[config.mk]
export PLATFORM = sky130hd
export DESIGN_NAME = uart_tx_core_flat
export DESIGN_NICKNAME = d
export VERILOG_FILES = /design/src/rtl/uart_pkg.sv /design/src/rtl/uart_tx_core_if.sv /design/src/rtl/uart_tx_fifo.sv /design/src/rtl/uart_tx_core.sv /design/src/flat_wrapper.sv
export SDC_FILE = /design/constraint.sdc
export NUM_CORES = 1
export LEC_CHECK = 0
export BUFFER_PORTS_ARGS = -buffer_cell sky130_fd_sc_hd__buf_2
export CORE_UTILIZATION = 50
export DETAILED_ROUTE_END_ITERATION = 10
export PLACE_DENSITY = 0.67
export SLEW_MARGIN = 20
export SYNTH_ARGS = -nofsm -noshare
export SYNTH_HDL_FRONTEND = slang
export SYNTH_SLANG_ARGS = --single-unit
[constraint.sdc]
create_clock -name CLK -period 5.34 [get_ports CLK]
set_input_delay 0.267 -clock CLK [delete_from_list [all_inputs] [get_ports CLK]]
set_output_delay 0.267 -clock CLK [all_outputs]
set_load 0.05 [all_outputs]
[src/rtl/uart_pkg.sv]
// uart_pkg
// Frame constants and shifter state type shared by the UART transmitter and
// receiver. Frames are 8N1, LSB first, with the line idling high.
package uart_pkg;

    typedef enum logic [1:0] {
        IDLE  = 2'd0,
        START = 2'd1,
        DATA  = 2'd2,
        STOP  = 2'd3
    } uart_tx_state_t;

    localparam int   UART_DATA_BITS = 8;
    localparam logic UART_START_LVL = 1'b0;
    localparam logic UART_STOP_LVL  = 1'b1;

endpackage

[src/rtl/uart_tx_core_if.sv]
// uart_tx_core_if
// Byte handshake between the producer (CPU I/O unit) and the UART transmitter.
//   TX_DATA  : byte to send (producer -> transmitter)
//   TX_VALID : TX_DATA is valid (producer -> transmitter)
//   TX_READY : transmitter can take a byte this cycle (transmitter -> producer)
// A byte moves on a rising edge with TX_VALID && TX_READY.
interface uart_tx_core_if;
    import uart_pkg::*;

    logic [UART_DATA_BITS-1:0] TX_DATA;
    logic                      TX_VALID;
    logic                      TX_READY;

    modport master (output TX_DATA, output TX_VALID, input TX_READY);
    modport slave  (input TX_DATA, input TX_VALID, output TX_READY);

endinterface

[src/rtl/uart_tx_fifo.sv]
// uart_tx_fifo
// Synchronous byte FIFO in front of the UART shifter.
//   CLK, RST_N : clock (rising edge), asynchronous active-low reset
//   push/wdata : write a byte; ignored when full
//   pop/rdata  : rdata shows the head byte; pop discards it; ignored when empty
//   full/empty : occupancy flags
// Pointers carry one extra MSB so full and empty stay distinct after wrap.
// A push and a pop in the same cycle on an empty FIFO store the byte and
// leave the pop with nothing to take; there is no bypass path.
module uart_tx_fifo
    import uart_pkg::*;
#(
    parameter int DEPTH = 16
) (
    input  logic                      CLK,
    input  logic                      RST_N,
    input  logic                      push,
    input  logic [UART_DATA_BITS-1:0] wdata,
    input  logic                      pop,
    output logic [UART_DATA_BITS-1:0] rdata,
    output logic                      full,
    output logic                      empty
);

    localparam int AW = $clog2(DEPTH);

    logic [AW:0]               wr_ptr;
    logic [AW:0]               rd_ptr;
    logic [UART_DATA_BITS-1:0] mem [DEPTH];
    logic                      do_push;
    logic                      do_pop;

    assign empty   = (wr_ptr == rd_ptr);
    assign full    = (wr_ptr[AW] != rd_ptr[AW]) && (wr_ptr[AW-1:0] == rd_ptr[AW-1:0]);
    assign do_push = push && !full;
    assign do_pop  = pop && !empty;
    assign rdata   = mem[rd_ptr[AW-1:0]];

    always_ff @(posedge CLK) begin
        if (do_push) begin
            mem[wr_ptr[AW-1:0]] <= wdata;
        end
    end

    always_ff @(posedge CLK or negedge RST_N) begin
        if (!RST_N) begin
            wr_ptr <= '0;
            rd_ptr <= '0;
        end else begin
            if (do_push) wr_ptr <= wr_ptr + (AW+1)'(1);
            if (do_pop)  rd_ptr <= rd_ptr + (AW+1)'(1);
        end
    end

endmodule

[src/rtl/uart_tx_core.sv]
// uart_tx_core
// UART transmitter (8N1, LSB first, idle high) for the CPU's UART_TX pin.
//   CLK     : clock, all logic on the rising edge
//   RST_N   : asynchronous active-low reset
//   tx      : byte handshake (TX_DATA / TX_VALID / TX_READY), slave side
//   UART_TX : registered serial line
//   BUSY    : frame in progress or a byte still buffered
// Build option UART_TX_FIFO_EN: when defined, a FIFO_DEPTH-entry byte FIFO
// buffers the input; otherwise a single holding register does, which still
// allows gap-free streaming (one byte held while another shifts).
//
// state | meaning
// IDLE  | line high, waiting for a buffered byte
// START | start bit (low) for one bit period
// DATA  | shift[0] on the line, 8 bit periods, LSB first
// STOP  | stop bit (high); chains straight into START if a byte is waiting
module uart_tx_core
    import uart_pkg::*;
#(
    parameter int CLKS_PER_BIT = 130,
    parameter int FIFO_DEPTH   = 16
) (
    input  logic             CLK,
    input  logic             RST_N,
    uart_tx_core_if.slave    tx,
    output logic             UART_TX,
    output logic             BUSY
);

    localparam int BAUD_W = $clog2(CLKS_PER_BIT);
    localparam int BIT_W  = $clog2(UART_DATA_BITS);

    if (CLKS_PER_BIT < 2) begin : g_bad_clks_per_bit
        $error("CLKS_PER_BIT must be at least 2");
    end
    if ((FIFO_DEPTH < 2) || ((FIFO_DEPTH & (FIFO_DEPTH - 1)) != 0)) begin : g_bad_fifo_depth
        $error("FIFO_DEPTH must be a power of two, at least 2");
    end

    uart_tx_state_t            state, state_d;
    logic [BAUD_W-1:0]         baud_cnt, baud_d;
    logic [BIT_W-1:0]          bit_cnt, bit_d;
    logic [UART_DATA_BITS-1:0] shift, shift_d;
    logic                      tx_q, tx_d;
    logic                      rdy_en;
    logic                      baud_end;

    logic                      push;
    logic                      pop;
    logic                      avail;
    logic                      buf_full;
    logic [UART_DATA_BITS-1:0] head_byte;

    // TX_READY stays low during reset and rises on the first edge after it.
    always_ff @(posedge CLK or negedge RST_N) begin
        if (!RST_N) rdy_en <= 1'b0;
        else        rdy_en <= 1'b1;
    end

    assign tx.TX_READY = rdy_en && !buf_full;
    assign push        = tx.TX_VALID && tx.TX_READY;

`ifdef UART_TX_FIFO_EN
    logic buf_empty;

    uart_tx_fifo #(.DEPTH(FIFO_DEPTH)) u_fifo (
        .CLK   (CLK),
        .RST_N (RST_N),
        .push  (push),
        .wdata (tx.TX_DATA),
        .pop   (pop),
        .rdata (head_byte),
        .full  (buf_full),
        .empty (buf_empty)
    );

    assign avail = !buf_empty;
`else
    logic                      hold_valid;
    logic [UART_DATA_BITS-1:0] hold_data;

    // push only happens while empty and pop only while full, so they never collide.
    always_ff @(posedge CLK or negedge RST_N) begin
        if (!RST_N) begin
            hold_valid <= 1'b0;
            hold_data  <= '0;
        end else if (push) begin
            hold_valid <= 1'b1;
            hold_data  <= tx.TX_DATA;
        end else if (pop) begin
            hold_valid <= 1'b0;
        end
    end

    assign buf_full  = hold_valid;
    assign avail     = hold_valid;
    assign head_byte = hold_data;
`endif

    assign baud_end = (baud_cnt == BAUD_W'(CLKS_PER_BIT - 1));

    always_ff @(posedge CLK or negedge RST_N) begin
        if (!RST_N) begin
            state    <= IDLE;
            baud_cnt <= '0;
            bit_cnt  <= '0;
            shift    <= '0;
            tx_q     <= UART_STOP_LVL;
        end else begin
            state    <= state_d;
            baud_cnt <= baud_d;
            bit_cnt  <= bit_d;
            shift    <= shift_d;
            tx_q     <= tx_d;
        end
    end

    // tx_d is the level of the next cycle, so the line register changes on
    // the same edge as the state and UART_TX stays glitch-free.
    always_comb begin
        state_d = state;
        baud_d  = baud_cnt + BAUD_W'(1);
        bit_d   = bit_cnt;
        shift_d = shift;
        tx_d    = UART_STOP_LVL;
        pop     = 1'b0;

        unique case (state)
            IDLE: begin
                if (avail) begin
                    state_d = START;
                    pop     = 1'b1;
                    shift_d = head_byte;
                    tx_d    = UART_START_LVL;
                end
            end
            START: begin
                tx_d = UART_START_LVL;
                if (baud_end) begin
                    state_d = DATA;
                    bit_d   = '0;
                    tx_d    = shift[0];
                end
            end
            DATA: begin
                tx_d = shift[0];
                if (baud_end) begin
                    if (bit_cnt == BIT_W'(UART_DATA_BITS - 1)) begin
                        state_d = STOP;
                        tx_d    = UART_STOP_LVL;
                    end else begin
                        shift_d = shift >> 1;
                        bit_d   = bit_cnt + BIT_W'(1);
                        tx_d    = shift[1];
                    end
                end
            end
            STOP: begin
                tx_d = UART_STOP_LVL;
                if (baud_end) begin
                    if (avail) begin
                        state_d = START;
                        pop     = 1'b1;
                        shift_d = head_byte;
                        tx_d    = UART_START_LVL;
                    end else begin
                        state_d = IDLE;
                    end
                end
            end
            default: begin
                state_d = IDLE;
            end
        endcase

        // Bit period restarts at every bit boundary and on every state change.
        if (baud_end || (state_d != state) || (state == IDLE)) begin
            baud_d = '0;
        end
    end

    assign UART_TX = tx_q;
    assign BUSY    = (state != IDLE) || avail;

endmodule

[src/flat_wrapper.sv]
// flat-port wrapper written by rule: the top's interface ports become plain ports
module uart_tx_core_flat import uart_pkg::*;
#(
    parameter int CLKS_PER_BIT = 130,
    parameter int FIFO_DEPTH   = 16
)
  (CLK, RST_N, UART_TX, BUSY, tx_TX_DATA, tx_TX_VALID, tx_TX_READY);
  uart_tx_core_if tx_i ();
  input  logic CLK;
  input  logic RST_N;
  output logic UART_TX;
  output logic BUSY;
  input wire logic [$bits(tx_i.TX_DATA)-1:0] tx_TX_DATA;
  input wire logic [$bits(tx_i.TX_VALID)-1:0] tx_TX_VALID;
  output wire logic [$bits(tx_i.TX_READY)-1:0] tx_TX_READY;
  assign tx_i.TX_DATA = tx_TX_DATA;
  assign tx_i.TX_VALID = tx_TX_VALID;
  assign tx_TX_READY = tx_i.TX_READY;
  uart_tx_core #(.CLKS_PER_BIT(CLKS_PER_BIT), .FIFO_DEPTH(FIFO_DEPTH)) u_core (.CLK(CLK), .RST_N(RST_N), .tx(tx_i), .UART_TX(UART_TX), .BUSY(BUSY));
endmodule
Yosys cells after proc, flatten, opt, wreduce, memory -nomap -nowiden:

Index checks and enable logic that the tools add are counted.
Widths: inputs -> output; s select.

* multiplexer cells: 28
* reductions and logical operators: 13
* equality and inequality tests: 10
* add/subtract/negate cells: 2

Operators with widths (count)
* $mux 8: 5
* $pmux 8 s3: 1
* $mux 1: 10
* $mux 2: 5
* $mux 3: 3
* $add 8x1->8 const B: 1
* $eq 8x8->1 const B: 1
* $pmux 2 s4: 1
* $reduce_and 4->1: 2
* $ne 2x1->1 const B: 3
* $pmux 3 s2: 1
* $reduce_bool 2->1: 3
* $eq 2x2->1 const B: 2
* $pmux 1 s4: 1
* $add 3x1->3 const B: 1
* $eq 3x3->1 const B: 1
* $logic_or 1x1->1: 3
* $reduce_bool 3->1: 1
* $eq 2x1->1 const B: 1
* $logic_and 1x1->1: 2
* $logic_not 2->1: 1
* $ne 2x2->1: 1
* $ne 2x2->1 const B: 1
* $pmux 1 s2: 1
* $logic_not 1->1: 1

* input bits: 11
* register bits: 32
* logic and storage cells: 61
* output and inout port bits: 3

Longest topological paths before layout:

* depth after elaboration: 8
* mapped depth: 7
* mapped depth without buffers: 6

Worst setup path before layout:

Ideal clock, no wire load.

* path kind: flip-flop to flip-flop
* from: register u_core.hold_valid, in the netlist u_core.avail
* to: register u_core.hold_data[0], in the netlist u_core.head_byte[0]
* period minus slack after synthesis: 2.010 ns
* data required time: 5.215 ns
* setup slack: 3.330 ns
* buffers on the path: 0
* library setup time: 0.125 ns
* stages on the path, launching flop included: 4
* arrival time: 1.886 ns
* path through: dfrtp_1 -> nor2b_1 -> nand2_1 -> mux2_2

* cells in the longest elaborated chain, start to end: 3

Ends and longest elaborated chain
* from (decl): line uart_tx_core.sv:79 `logic hold_valid;`
* from (signal assigned): line uart_tx_core.sv:85 `hold_valid <= 1'b0;`
* from (signal assigned): line uart_tx_core.sv:88 `hold_valid <= 1'b1;`
* from (signal assigned): line uart_tx_core.sv:91 `hold_valid <= 1'b0;`
* $logic_not 1->1: line uart_tx_core.sv:60 `assign tx.TX_READY = rdy_en && !buf_full;`
* $logic_and 1x1->1: line uart_tx_core.sv:60
* net tx_TX_READY: line flat_wrapper.sv:15 `output wire logic [$bits(tx_i.TX_READY)-1:0] tx_TX_READY;`
* $logic_and 1x1->1: line uart_tx_core.sv:61 `assign push = tx.TX_VALID && tx.TX_READY;`
* to (signal assigned): line uart_tx_core.sv:89 `hold_data <= tx.TX_DATA;`
* to (decl): line uart_tx_core.sv:80 `logic [UART_DATA_BITS-1:0] hold_data;`

The timed path passes the listed nets, and every way through them passes these cells.
A chain may end at the register's enable or synchronous reset.

Worst setup path after layout:

* from: register u_core.bit_cnt[0]
* to: register u_core.shift[2]

* cells in the longest elaborated chain, start to end: 3

Ends and longest elaborated chain
* from (decl): line uart_tx_core.sv:42 `logic [BIT_W-1:0] bit_cnt, bit_d;`
* from (signal assigned): line uart_tx_core.sv:112 `bit_cnt <= bit_d;`
* $eq 3x3->1: line uart_tx_core.sv:148 `if (bit_cnt == BIT_W'(UART_DATA_BITS - 1)) begin`
* $ne 2x2->1 (no source line)
* $reduce_and 4->1 (no source line)
* to (signal assigned): line uart_tx_core.sv:113 `shift <= shift_d;`
* to (decl): line uart_tx_core.sv:43 `logic [UART_DATA_BITS-1:0] shift, shift_d;`

No other way between the ends.

==> qor.json <==
{
  "run_status": "finished, final reports clean",
  "via_count_of_the_first_global_routing_pass": 1213,
  "fillers": 315,
  "globalplace.congestion": 0.840,
  "cp_common_cell": "sky130_fd_sc_hd__ha_1",
  "final_cell_area_mm2": 0.00194,
  "clock_insertion_delay_worst_skew_ns": 0.34,
  "register_area_um2": 802,
  "grt_antenna_before_repair": 0,
  "power-per-cell-area_mw_per_mm2": 279,
  "drv_cap": 0,
  "worst_slew_pin_slew_ns": 0.763,
  "grt_max_degree": 33,
  "timing.critical_path.slowest_cell_delay_ns": 0.44,
  "synth.avg_cell_area_um2": 10.9,
  "detailroute.via_count": 1288,
  "yosys_warnings": 0,
  "synthesis.area_mm2": 0.00175,
  "drt.antenna.violating_nets": 0,
  "floorplan.io_pins": 14,
  "path_delay_family": "simple AND/OR/NAND/NOR gates",
  "postSynthRegisterBits": 32,
  "crit_slowest_cell": "sky130_fd_sc_hd__and4b_1",
  "number_of_failing_hold_endpoints_at_the_final_stage": 0,
  "cp.arrival_ns": 2.45,
  "drc_errors": 0,
  "grt_first_pass_wirelength_um": 5600,
  "tritoncts": "done",
  "dpl.hpwl_um": 2420,
  "port-buffer-count": 13,
  "clock_path_buffers": 2,
  "drive_above_1_share": 0.260,
  "worstSetupPathType": "reg -> reg",
  "async_reset_ff_frac": 1.00,
  "reg2regPathDepth": 6,
  "placed_area_mm2": 0.00183,
  "post_cts_buffers": 0,
  "max-slew-margin-rel": 0.489,
  "postSynthCellCount": 161,
  "yosys_most_used_dff": "sky130_fd_sc_hd__dfrtp_1",
  "worst-r2r-setup-slack_ns": 3.17,
  "area_growth_pct": 10.6,
  "critical_path_peak_fanout": 8,
  "clkSlewWorstSetupHoldPaths_ns": 0.10,
  "cts_buffers": 5,
  "via_count_normalized_by_instance_count": 5.78,
  "detail_route.wirelength_um": 3370,
  "synth_enable_flop_cells": 0,
  "report.final.setup_viol": 0,
  "chipWidth_um": 61.2,
  "rsz0062_at_grt": "false",
  "irDropWorstVdd_uv": 198,
  "top_post_synthesis_cells_by_count": "sky130_fd_sc_hd__dfrtp_1 (31), sky130_fd_sc_hd__nand2_1 (15), sky130_fd_sc_hd__nor2_1 (10), sky130_fd_sc_hd__nand3_1 (9)",
  "leakage_nw": 0.844,
  "final-max-slew-violation-count": 0,
  "cts_root_buf": "sky130_fd_sc_hd__clkbuf_4",
  "startpoint_type": "register",
  "nets": 195,
  "die_h_um": 61.2,
  "min_delay_path_depth": 2,
  "timing.final.crit_share": 0.406,
  "synth_top_area_share": 0.442,
  "synth-seq-area-share": 0.457,
  "aggregate_global_routing_overflow": 0,
  "area_of_the_multi_input_gates_um2": 887,
  "grtUsageTotal": 0.214,
  "synth_cell_type_count": 48,
  "dr.first_iter.drc_count": 62,
  "critPathBufInv": 0,
  "max_freq_ghz": 0.461,
  "min_path_type": "in -> reg",
  "drt-wirelength-per-cell_um": 15.1,
  "skew_ns": 0.0189,
  "tns_ns": 0,
  "post_synth_main_area_contributors": "sky130_fd_sc_hd__dfrtp_1 (44%), sky130_fd_sc_hd__ha_1 (5.7%), sky130_fd_sc_hd__mux2_2 (5.1%)",
  "synth_top_area_cell": "sky130_fd_sc_hd__dfrtp_1",
  "starting_density_of_the_core": 0.526,
  "post-synth-top-count-cell": "sky130_fd_sc_hd__dfrtp_1",
  "synth_fp_nets": 180,
  "crit_path_cell_trace": "ha_1, ha_1, nor4b_2, and4b_1, a21o_4, o221a_2",
  "deepest_level_of_the_cts_h_tree": 2,
  "levels_on_crit_path": 6,
  "cts.sinks": 32,
  "coreArea_mm2": 0.00334,
  "timing.final.crit_period_ns": 2.17,
  "rows": 21,
  "endpoint_kind": "register",
  "fp.dieArea_mm2": 0.00375,
  "drt_pre_antenna_iters": 4,
  "diodes": 0,
  "cp.required_ns": 5.62
}
-- kinds of logic (layout without fill, tap and decap cells) --
group           after synthesis  count (layout)  synth area share
buf+inv                      12              28            0.0371
xor+xnor                      6               6            0.0300
simple gates                 62              62             0.208
other cells                   1               1           0.00214
mux                           8               8            0.0514
fa+ha+maj                     8               8            0.0571
flops                        32              32             0.457
compound gates               32              32             0.158
-- final timing paths --
path / to / start
max: u_core.shift[2] / u_core.bit_cnt[0]
min: u_core.head_byte[6] / tx_TX_DATA[6]
max reg2reg: u_core.shift[2] / u_core.bit_cnt[0]
min reg2reg: u_core.head_byte[2] / u_core.head_byte[2]
max in group asynchronous: u_core.bit_cnt[1] / RST_N
min in group asynchronous: u_core.avail / RST_N
-- metrics by stage --
stage | total power, mW | hold slack (ns) | worst slack [ns] | util | cells
6_report | 0.541 | 0.159 | 3.17 | 0.581 | 223
5_1_grt | 0.565 | 0.140 | 3.08 | 0.581 | 223
4_1_cts | 0.546 | 0.148 | 3.18 | 0.581 | 223
3_5_place_dp | 0.337 | 0.356 | 3.19 | 0.550 | 214
3_3_place_gp | 0.334 | 0.343 | 3.22 | 0.550 | 214
2_1_floorplan | 0.318 | -0.0286 | 3.33 | - | 161
-- cell usage in the layout, fill, tap and decap left out, types with 2 or more instances in the layout --
cell type and n:
sky130_fd_sc_hd__nand4_1 2, sky130_fd_sc_hd__o221a_2 7, sky130_fd_sc_hd__and2_1 2, sky130_fd_sc_hd__nand2_1 15
sky130_fd_sc_hd__o21ai_0 6, sky130_fd_sc_hd__and3_1 2, sky130_fd_sc_hd__inv_1 6, sky130_fd_sc_hd__clkbuf_4 5
sky130_fd_sc_hd__xor2_1 5, sky130_fd_sc_hd__buf_2 13, sky130_fd_sc_hd__o21ai_1 2, sky130_fd_sc_hd__dfrtp_1 31
sky130_fd_sc_hd__nand2b_1 6, sky130_fd_sc_hd__clkbuf_8 2, sky130_fd_sc_hd__nor2b_1 3, sky130_fd_sc_hd__ha_1 8
sky130_fd_sc_hd__a211oi_1 3, sky130_fd_sc_hd__a22o_1 3, sky130_fd_sc_hd__nor2_1 10, sky130_fd_sc_hd__mux2_2 8
sky130_fd_sc_hd__nor4_1 2, sky130_fd_sc_hd__nand3_1 9
-- worst reg2reg max path, stage by stage (launching register included) --
cell and delay (ns):
sky130_fd_sc_hd__dfrtp_1 0.43, sky130_fd_sc_hd__ha_1 0.21, sky130_fd_sc_hd__ha_1 0.28, sky130_fd_sc_hd__nor4b_2 0.40, sky130_fd_sc_hd__and4b_1 0.44, sky130_fd_sc_hd__a21o_4 0.18
sky130_fd_sc_hd__o221a_2 0.20
-- state kept, by name, summed over array words and instances (netlist names) --
register          cells
u_core.baud_cnt       8
u_core.head_byte      8
u_core.shift          8
u_core.bit_cnt        3
u_core.state          2
u_core.UART_TX        1
u_core.avail          1
u_core.rdy_en         1
-- final cells by class --
| type | instances | share of cell area |
|---|---|---|
| multi-input combinational | 117 | 0.457 |
| inverter | 6 | 0.0116 |
| sequential | 32 | 0.414 |
| clock inverter | 1 | 0.0155 |
| timing repair buffer | 14 | 0.0387 |
| tap | 46 | 0.0297 |
| clock buffer | 7 | 0.0335 |
-- power by group --
group          switching [mW]  leakage [nW]  total [mW]  internal, mW
clock network          0.0847        0.0515       0.209         0.124
logic                  0.0187         0.387      0.0440        0.0253
registers              0.0175         0.405       0.288         0.270
-- layer usage --
| metal | GRT usage | wire, um | up-vias |
|---|---|---|---|
| li1 | - | - | 622 |
| met1 | 0.292 | 1620 | 628 |
| met2 | 0.312 | 1530 | 33 |
| met3 | 0.0693 | 161 | 5 |
| met4 | 0.0942 | 49 | 0 |
| met5 | 0 | 0 | - |
-- repair_timing --
action                                 CTS  global route
endpoints found under the hold margin   31             0
setup endpoints to repair                0             0
hold buffers                             1             0
resized for setup                        0             0
(Power assumes the default switching activity.)
